--- config.mk ---
export PLATFORM = sky130hd
export DESIGN_NAME = ps2_voice_allocator
export DESIGN_NICKNAME = d
export VERILOG_FILES = /design/src/rtl/ps2_voice_allocator.sv
export SDC_FILE = /design/constraint.sdc
export NUM_CORES = 1
export LEC_CHECK = 0
export ABC_CLOCK_PERIOD_IN_PS = 4610
export BUFFER_PORTS_ARGS = -buffer_cell sky130_fd_sc_hd__buf_2
export CAP_MARGIN = 10
export CORE_MARGIN = 2
export CORE_UTILIZATION = 35
export DETAILED_ROUTE_END_ITERATION = 6
export PLACE_DENSITY = 0.64
export SLEW_MARGIN = 10
export SYNTH_ARGS = -nofsm -noshare
export SYNTH_HDL_FRONTEND = slang
export SYNTH_SLANG_ARGS = --single-unit
--- constraint.sdc ---
create_clock -name CLOCK_50 -period 4.61 [get_ports CLOCK_50]
set_input_delay 0 -clock CLOCK_50 [delete_from_list [all_inputs] [get_ports CLOCK_50]]
set_output_delay 0 -clock CLOCK_50 [all_outputs]
set_load 0.05 [all_outputs]
--- src/rtl/ps2_voice_allocator.sv ---
// PS/2 scan-code decoder with make/break/E0 handling.
// Allocates held keys to a small table of synth voice slots.
module ps2_voice_allocator #(
  parameter int NUM_VOICES     = 4,
  parameter int SLOT_W         = 2,
  parameter int TIMEOUT_CYCLES = 1000000
) (
  input  logic                    CLOCK_50,
  input  logic                    resetn,
  input  logic [7:0]              ps2_key_data,
  input  logic                    ps2_key_pressed,
  output logic [NUM_VOICES-1:0]   voice_active,
  output logic [8*NUM_VOICES-1:0] voice_code,
  output logic [NUM_VOICES-1:0]   voice_ext,
  output logic                    event_valid,
  output logic                    event_release,
  output logic [SLOT_W-1:0]       event_slot,
  output logic                    overflow
);

  localparam int CNT_W =
    (TIMEOUT_CYCLES > 1) ? $clog2(TIMEOUT_CYCLES) : 1;
  localparam logic [CNT_W-1:0] LAST = CNT_W'(TIMEOUT_CYCLES - 1);

  typedef enum logic [1:0] {
    IDLE, EXT, BRK, EXT_BRK
  } state_t;

  state_t             state_q, state_d;
  logic [CNT_W-1:0]   cnt_q;
  logic [NUM_VOICES-1:0] act_q, ext_q;
  logic [7:0]         code_q [NUM_VOICES];
  logic               ev_q, rel_q, ovf_q;
  logic [SLOT_W-1:0]  slot_q;

  logic is_e0, is_f0, is_ign;
  logic press_go, rel_go, ext_go;
  logic hit, free;
  logic [SLOT_W-1:0] hit_idx, free_idx;

  assign is_e0  = (ps2_key_data == 8'hE0);
  assign is_f0  = (ps2_key_data == 8'hF0);
  assign is_ign = ps2_key_data inside
    {8'h00, 8'hAA, 8'hE1, 8'hFA, 8'hFC, 8'hFE, 8'hFF};

  // Byte decode: next prefix state and press/release requests
  always_comb begin
    state_d  = state_q;
    press_go = 1'b0;
    rel_go   = 1'b0;
    ext_go   = 1'b0;
    if (ps2_key_pressed) begin
      unique case (state_q)
        IDLE: begin
          unique case (1'b1)
            is_e0:   state_d = EXT;
            is_f0:   state_d = BRK;
            is_ign:  state_d = IDLE;
            default: press_go = 1'b1;
          endcase
        end
        EXT: begin
          unique case (1'b1)
            is_f0: state_d = EXT_BRK;
            is_e0: state_d = EXT;
            default: begin
              press_go = 1'b1;
              ext_go   = 1'b1;
              state_d  = IDLE;
            end
          endcase
        end
        BRK, EXT_BRK: begin
          unique case (1'b1)
            is_e0: state_d = EXT;
            is_f0: state_d = BRK;
            default: begin
              rel_go  = 1'b1;
              ext_go  = (state_q == EXT_BRK);
              state_d = IDLE;
            end
          endcase
        end
        default: state_d = IDLE;
      endcase
    end else if (state_q != IDLE && cnt_q == LAST) begin
      state_d = IDLE;
    end
  end

  // Slot lookup: matching {code, ext} and lowest free slot
  always_comb begin
    hit      = 1'b0;
    hit_idx  = '0;
    free     = 1'b0;
    free_idx = '0;
    for (int i = 0; i < NUM_VOICES; i++) begin
      if (act_q[i] && code_q[i] == ps2_key_data &&
          ext_q[i] == ext_go) begin
        hit     = 1'b1;
        hit_idx = SLOT_W'(i);
      end
    end
    for (int i = NUM_VOICES - 1; i >= 0; i--) begin
      if (!act_q[i]) begin
        free     = 1'b1;
        free_idx = SLOT_W'(i);
      end
    end
  end

  // Prefix FSM and idle timeout counter
  always_ff @(posedge CLOCK_50 or negedge resetn) begin
    if (!resetn) begin
      state_q <= IDLE;
      cnt_q   <= '0;
    end else begin
      state_q <= state_d;
      if (ps2_key_pressed || state_q == IDLE || cnt_q == LAST)
        cnt_q <= '0;
      else
        cnt_q <= cnt_q + 1'b1;
    end
  end

  // Voice table update and event/overflow pulses
  always_ff @(posedge CLOCK_50 or negedge resetn) begin
    if (!resetn) begin
      act_q  <= '0;
      ext_q  <= '0;
      for (int i = 0; i < NUM_VOICES; i++) code_q[i] <= 8'h00;
      ev_q   <= 1'b0;
      rel_q  <= 1'b0;
      ovf_q  <= 1'b0;
      slot_q <= '0;
    end else begin
      ev_q  <= 1'b0;
      ovf_q <= 1'b0;
      if (press_go && !hit) begin
        if (free) begin
          act_q[free_idx]  <= 1'b1;
          ext_q[free_idx]  <= ext_go;
          code_q[free_idx] <= ps2_key_data;
          ev_q   <= 1'b1;
          rel_q  <= 1'b0;
          slot_q <= free_idx;
        end else begin
          ovf_q <= 1'b1;
        end
      end
      if (rel_go && hit) begin
        act_q[hit_idx]  <= 1'b0;
        ext_q[hit_idx]  <= 1'b0;
        code_q[hit_idx] <= 8'h00;
        ev_q   <= 1'b1;
        rel_q  <= 1'b1;
        slot_q <= hit_idx;
      end
    end
  end

  for (genvar g = 0; g < NUM_VOICES; g++) begin : g_code
    assign voice_code[8*g +: 8] = code_q[g];
  end

  assign voice_active  = act_q;
  assign voice_ext     = ext_q;
  assign event_valid   = ev_q;
  assign event_release = rel_q;
  assign event_slot    = slot_q;
  assign overflow      = ovf_q;

endmodule

**After elaboration in Yosys (flattened, before gate mapping)**

Index checks and enable logic that the tools add are counted.

- Register bits after elaboration: 67
- Word-level logic and storage cells: 141
- Input bits: 11

- Bitwise logic cells: 8
- Multiplexer cells: 61
- Equality and inequality tests: 21
- Order comparisons: 8
- $add $sub $neg: 1
- Reductions and logical operators: 30

Operator list:

| cell | count |
|---|---|
| $mux W32 | 3 |
| $eq A8 B8 Y1 const B | 8 |
| $and A32 B32 Y32 | 1 |
| $bwmux W32 | 1 |
| $demux W8 S2 | 2 |
| $eq A8 B8 Y1 | 4 |
| $not A32 Y32 | 1 |
| $mux W1 | 26 |
| $mux W4 | 6 |
| $mux W2 | 11 |
| $add A20 B1 Y20 const B | 1 |
| $eq A20 B20 Y1 const B | 1 |
| $mux W20 | 1 |
| $mux W8 | 2 |
| $logic_and A1 B1 Y1 | 15 |
| $pmux W2 S3 | 2 |
| $and A4 B4 Y4 | 2 |
| $logic_not A8 Y1 | 1 |
| $pmux W2 S2 | 2 |
| $reduce_bool A2 Y1 | 4 |
| $reduce_bool A7 Y1 | 1 |
| $ge A3 B3 Y1 const B | 2 |
| $lt A2 B3 Y1 const B | 2 |
| $lt A3 B1 Y1 const B | 2 |
| 17 further kinds | 28 |

**Longest topological paths before layout**

- Depth in word-level cells: 18
- Gate-level depth with buffers: 10
- Depth with buffers taken out: 8

**Worst setup path after synthesis**

No wires, ideal clock.

- Kind: reg-to-reg
- Start point: register code_q (netlist bit voice_code[16])
- End point: register act_q[0], in the netlist voice_active[0]
- Clock period less this slack: 2.564 ns
- Required time: 4.473 ns
- Stages on the path, launching flop included: 9
- Library setup time: 0.137 ns
- Setup slack: 2.046 ns
- Data arrival time: 2.427 ns
- Cells stage by stage: dfrtp_1 xnor2_1 nand4_1 nor4_2 a221oi_2 a221oi_2 and4_1 buf_2 a21oi_1

- Longest elaborated chain between the ends: 12
- Elaborated cells between the ends (all ways): 19

RTL lines:

| element | RTL line | source |
|---|---|---|
| from (decl) | 32 | `logic [7:0] code_q [NUM_VOICES];` |
| from (signal, indexed assignment) | 143 | `code_q[free_idx] <= ps2_key_data;` |
| $eq A8 B8 Y1 (*) | 98 | `if (act_q[i] && code_q[i] == ps2_key_data &&` |
| $logic_and A1 B1 Y1 (*) (2 in a row) | 98 |  |
| $mux W2 (2 in a row) | 98 |  |
| $lt A2 B3 Y1 (not written as such) or $ge A2 B1 Y1 (tied branches) | 152 | `act_q[hit_idx] <= 1'b0;` |
| $logic_and A1 B1 Y1 (not written as such) | 152 |  |
| $mux W1 (not written as such) | 152 |  |
| $demux W1 S2 | 152 |  |
| $not A4 Y4 (no line) | -- |  |
| $and A4 B4 Y4 (no line) | -- |  |
| $mux W4 (*) | 151 | `if (rel_go && hit) begin` |
| to (signal assigned) | 129 | `act_q <= '0;` |
| to (signal, indexed assignment) | 141 | `act_q[free_idx] <= 1'b1;` |
| to (signal, indexed assignment) | 152 |  |
| to (decl) | 31 | `logic [NUM_VOICES-1:0] act_q, ext_q;` |

Mark *: on every way between the ends. The rest lies on a longest branch, timed or not.
A chain may end at the register's enable or synchronous reset.

**Worst setup path after layout**

- Start point: register act_q[2], in the netlist voice_active[2]
- End point: register ext_q[1], in the netlist voice_ext[1]

- Longest elaborated chain between the ends: 12
- Elaborated cells between the ends (all ways): 31

RTL lines:

| element | RTL line | source |
|---|---|---|
| $mux W2 (3 in a row) | 105 | `if (!act_q[i]) begin` |
| $lt A2 B3 Y1 (not written as such) or $ge A2 B1 Y1 (tied branches) | 142 | `ext_q[free_idx] <= ext_go;` |
| $logic_and A1 B1 Y1 (not written as such) | 142 |  |
| $mux W1 (not written as such) | 142 |  |
| $demux W1 S2 | 142 |  |
| $bwmux W4 | 142 |  |
| $mux W4 | 140 | `if (free) begin` |
| $mux W4 | 139 | `if (press_go && !hit) begin` |
| $and A4 B4 Y4 (no line) | -- |  |
| $mux W4 (*) | 151 |  |
| to (signal, indexed assignment) | 142 |  |
| to (decl) | 31 |  |

Marked as above.

==> flow_summary.yaml <==
critical_path:
  critPathTopFamily: "simple AND/OR/NAND/NOR gates"
  regToRegStartpoint: "voice_active[2]$_DFF_PN0_"
  required_ns: 4.81
  cp-start-kind: "register"
  startpoint: "voice_active[2]$_DFF_PN0_"
  path_depth: 6
  arrival_ns: 3.20
  path_cells: "inv_1, nor4_2, a221oi_2, a221oi_2, and4b_1, a21oi_1"
  critPathBufInv: 1
  crit_top_cell: "a221oi_2"
  criticalPathCategory: "register to register"
  cp_max_fo: 15
  end_kind: "register"
  slowest_delay_ns: 0.59
  crit_end: "voice_ext[1]$_DFF_PN0_"
  r2r_end: "voice_ext[1]$_DFF_PN0_"
  regToRegSetupSlack_ns: 1.61
  slowest_stage: "nor4_2"
  reg2regPathDepth: 6
synth:
  async_reset_ff_share_pct: 100
  yosys_warnings: 0
  synthDistinctLibCells: 50
  synth_edf_count: 0
  synth_most_common_cell: "dfrtp_1"
  synth_cells: 409
  yosysTopAreaCellShare_pct: 44.6
  synth_common_cells: "67 x dfrtp_1, 45 x nand3_1, 44 x a21oi_1, 41 x o21ai_0, 31 x nor2_1"
  synth_area_leaders: "dfrtp_1 45%, xnor2_1 6.5%, nand3_1 6.0%"
  syn_area_sq_um: 3760
  ys.flop_type: "dfrtp_1"
  synth-seq-cells: 67
  yosysTopAreaCell: "dfrtp_1"
  syn_nets: 421
  postSynthAreaPerCell_sq_um: 9.19
  yosysSeqAreaShare_pct: 44.6
sta:
  fmax_ghz: 0.334
  finalSetupViolCount: 0
  clock_skew_ns: 0.00981
  finalHoldViolCount: 0
  rsz0062_at_grt: "no"
  maxSlewViolCount: 0
  min_period_ns: 3.00
  slew_headroom_pct: 44.3
  tightestPinTransition_ns: 0.836
  fin_setup_tns_ns: 0
  min_period_over_period_pct: 65.0
clock_network:
  clk_latency_ns: 0.34
  cts.clk_slew.worst_paths_ns: 0.07
  cts-root-buf: "clkbuf_8"
  cts_buffers: 9
  cts_resized: 0
  clock_sinks: 67
  cts_tree: "done"
  htreeDepth: 3
  cts_buffer_depth: 2
layout:
  seq_area_sq_um: 1680
  syn_to_final_growth_pct: 14.5
  fill_cells: 1035
  diodes: 0
  fin_nets: 467
  multi_input_area_sq_um: 1930
  fin_cells: 595
  drive_above_1_share_pct: 18.5
  fin_util_pct: 41.5
  final_cell_area_sq_um: 4310
global_route:
  grt_pass1_wl_um: 15300
  grt_overflow: 0
  track_usage_pct: 16.7
  grt_start_max_net_pins: 68
  antenna_found_initial: 0
  grt_pass1_vias: 3112
worst_hold_path:
  hp-class: "input pin to register"
power_and_ir_drop:
  p_leak_nw: 1.82
  peakVddDrop_v: 0.000135
  power_density_nw_per_um2: 320
floorplanning:
  rows: 37
  io_pins: 56
  die_w_um: 108
  start_util_pct: 36.3
  core_sq_um: 10400
  die_h_um: 108
  dieArea_sq_um: 11600
detailed_routing:
  ant_nets: 0
  firstDrtPassIters: 4
  viasPerCell: 5.46
  vias: 3246
  drc: 0
  wl_per_cell_um: 15.6
  drt_wl_total_um: 9290
  drt_iter0_drc: 118
placed_design:
  port_buffers: 55
  hpwl_um: 6330
  dpl_cell_area_sq_um: 4110
  dp_cells: 578
  place_congestion: 0.935
run_status:
  status: "complete, no violations"
job:
  maxCapViolCount: 0
[repair_timing]
action | in CTS | in global routing
buffers inserted | 0 | 0
hold buffers | 2 | 0
endpoints found under the hold margin | 68 | 0
setup endpoints to repair | 0 | 0
[registers in the layout (all words and copies together), names as in the netlist]
| signal | cells |
|---|---|
| overflow | 1 |
| state_q | 2 |
| cnt_q | 20 |
| event_slot | 2 |
| voice_active | 4 |
| voice_code | 32 |
| event_release | 1 |
| event_valid | 1 |
| voice_ext | 4 |
[worst min-delay path by stage]
stage          slack [ns]            start                       end  cells after the start
5_1_grt              0.05  ps2_key_data[0]  voice_code[24]$_DFF_PN0_                      3
4_1_cts              0.05  ps2_key_data[3]  voice_code[27]$_DFF_PN0_                      3
3_3_place_gp         0.24           resetn  voice_code[20]$_DFF_PN0_                      2
2_1_floorplan       -0.30           resetn        cnt_q[0]$_DFF_PN0_                      0
3_5_place_dp         0.25           resetn  voice_code[22]$_DFF_PN0_                      2
6_report             0.06  ps2_key_data[3]  voice_code[27]$_DFF_PN0_                      3
[cells by family (layout without fill, tap and decap cells)]
logic type	after synthesis	after routing	synth area share [%]
buffers and inverters	33	83	4.03
and+or+nand+nor	148	148	21.6
DFF	67	67	44.6
AOI/OAI and AO/OA	107	107	17.0
adders and majority gates	1	1	0.333
muxes	1	1	0.399
xor gates and xnor gates	52	52	12.1
[through the flow]
| stage | hold slack [ns] | setup WS [ns] | total power, mW |
|---|---|---|---|
| 2_1_floorplan | -0.296 | 2.05 | 0.867 |
| 3_3_place_gp | 0.235 | 1.81 | 0.938 |
| 3_5_place_dp | 0.246 | 1.68 | 0.942 |
| 4_1_cts | 0.0492 | 1.64 | 1.39 |
| 5_1_grt | 0.0519 | 1.37 | 1.45 |
| 6_report | 0.0584 | 1.61 | 1.38 |
[cells in the final DEF (no fill, tap or decap), drive strengths merged, types with 3 or more instances in the layout]
cell	instances
inv	8
nand2	16
xnor2	28
a21oi	45
xor2	24
nor3	3
and2	9
buf	58
and4	6
nand3	45
clkbuf	13
nand4	11
nor2	31
a211oi	3
o21ai	41
and3	9
dfrtp	67
nor4	5
a221oi	3
[power by group]
| part | switching (mW) | internal [mW] | leakage (nW) |
|---|---|---|---|
| registers | 0.0258 | 0.619 | 0.889 |
| logic | 0.209 | 0.0778 | 0.835 |
| clock network | 0.212 | 0.235 | 0.0953 |
[worst min-delay path: cells and delay by family]
kind	cells	cell delay, ns
compound gates	1	0.06
simple gates	1	0.10
buf+inv	1	0.20
[per-layer routing]
layer  GRT usage, %  wire (um)
met5              0          0
met4           6.04        138
met3           3.51        455
met2           27.5       4540
met1           21.5       4160
[final cells by class]
cell class              instances  share of cell area, %
multi-input cells             309                   44.9
flip-flops and latches         67                   38.9
repair buffers                 60                   7.38
well taps                     136                   3.95
clock buffers                  13                   3.92
inverters                       8                  0.697
clock inverters                 2                  0.232
Note: power is estimated with default switching activity, not from simulation.
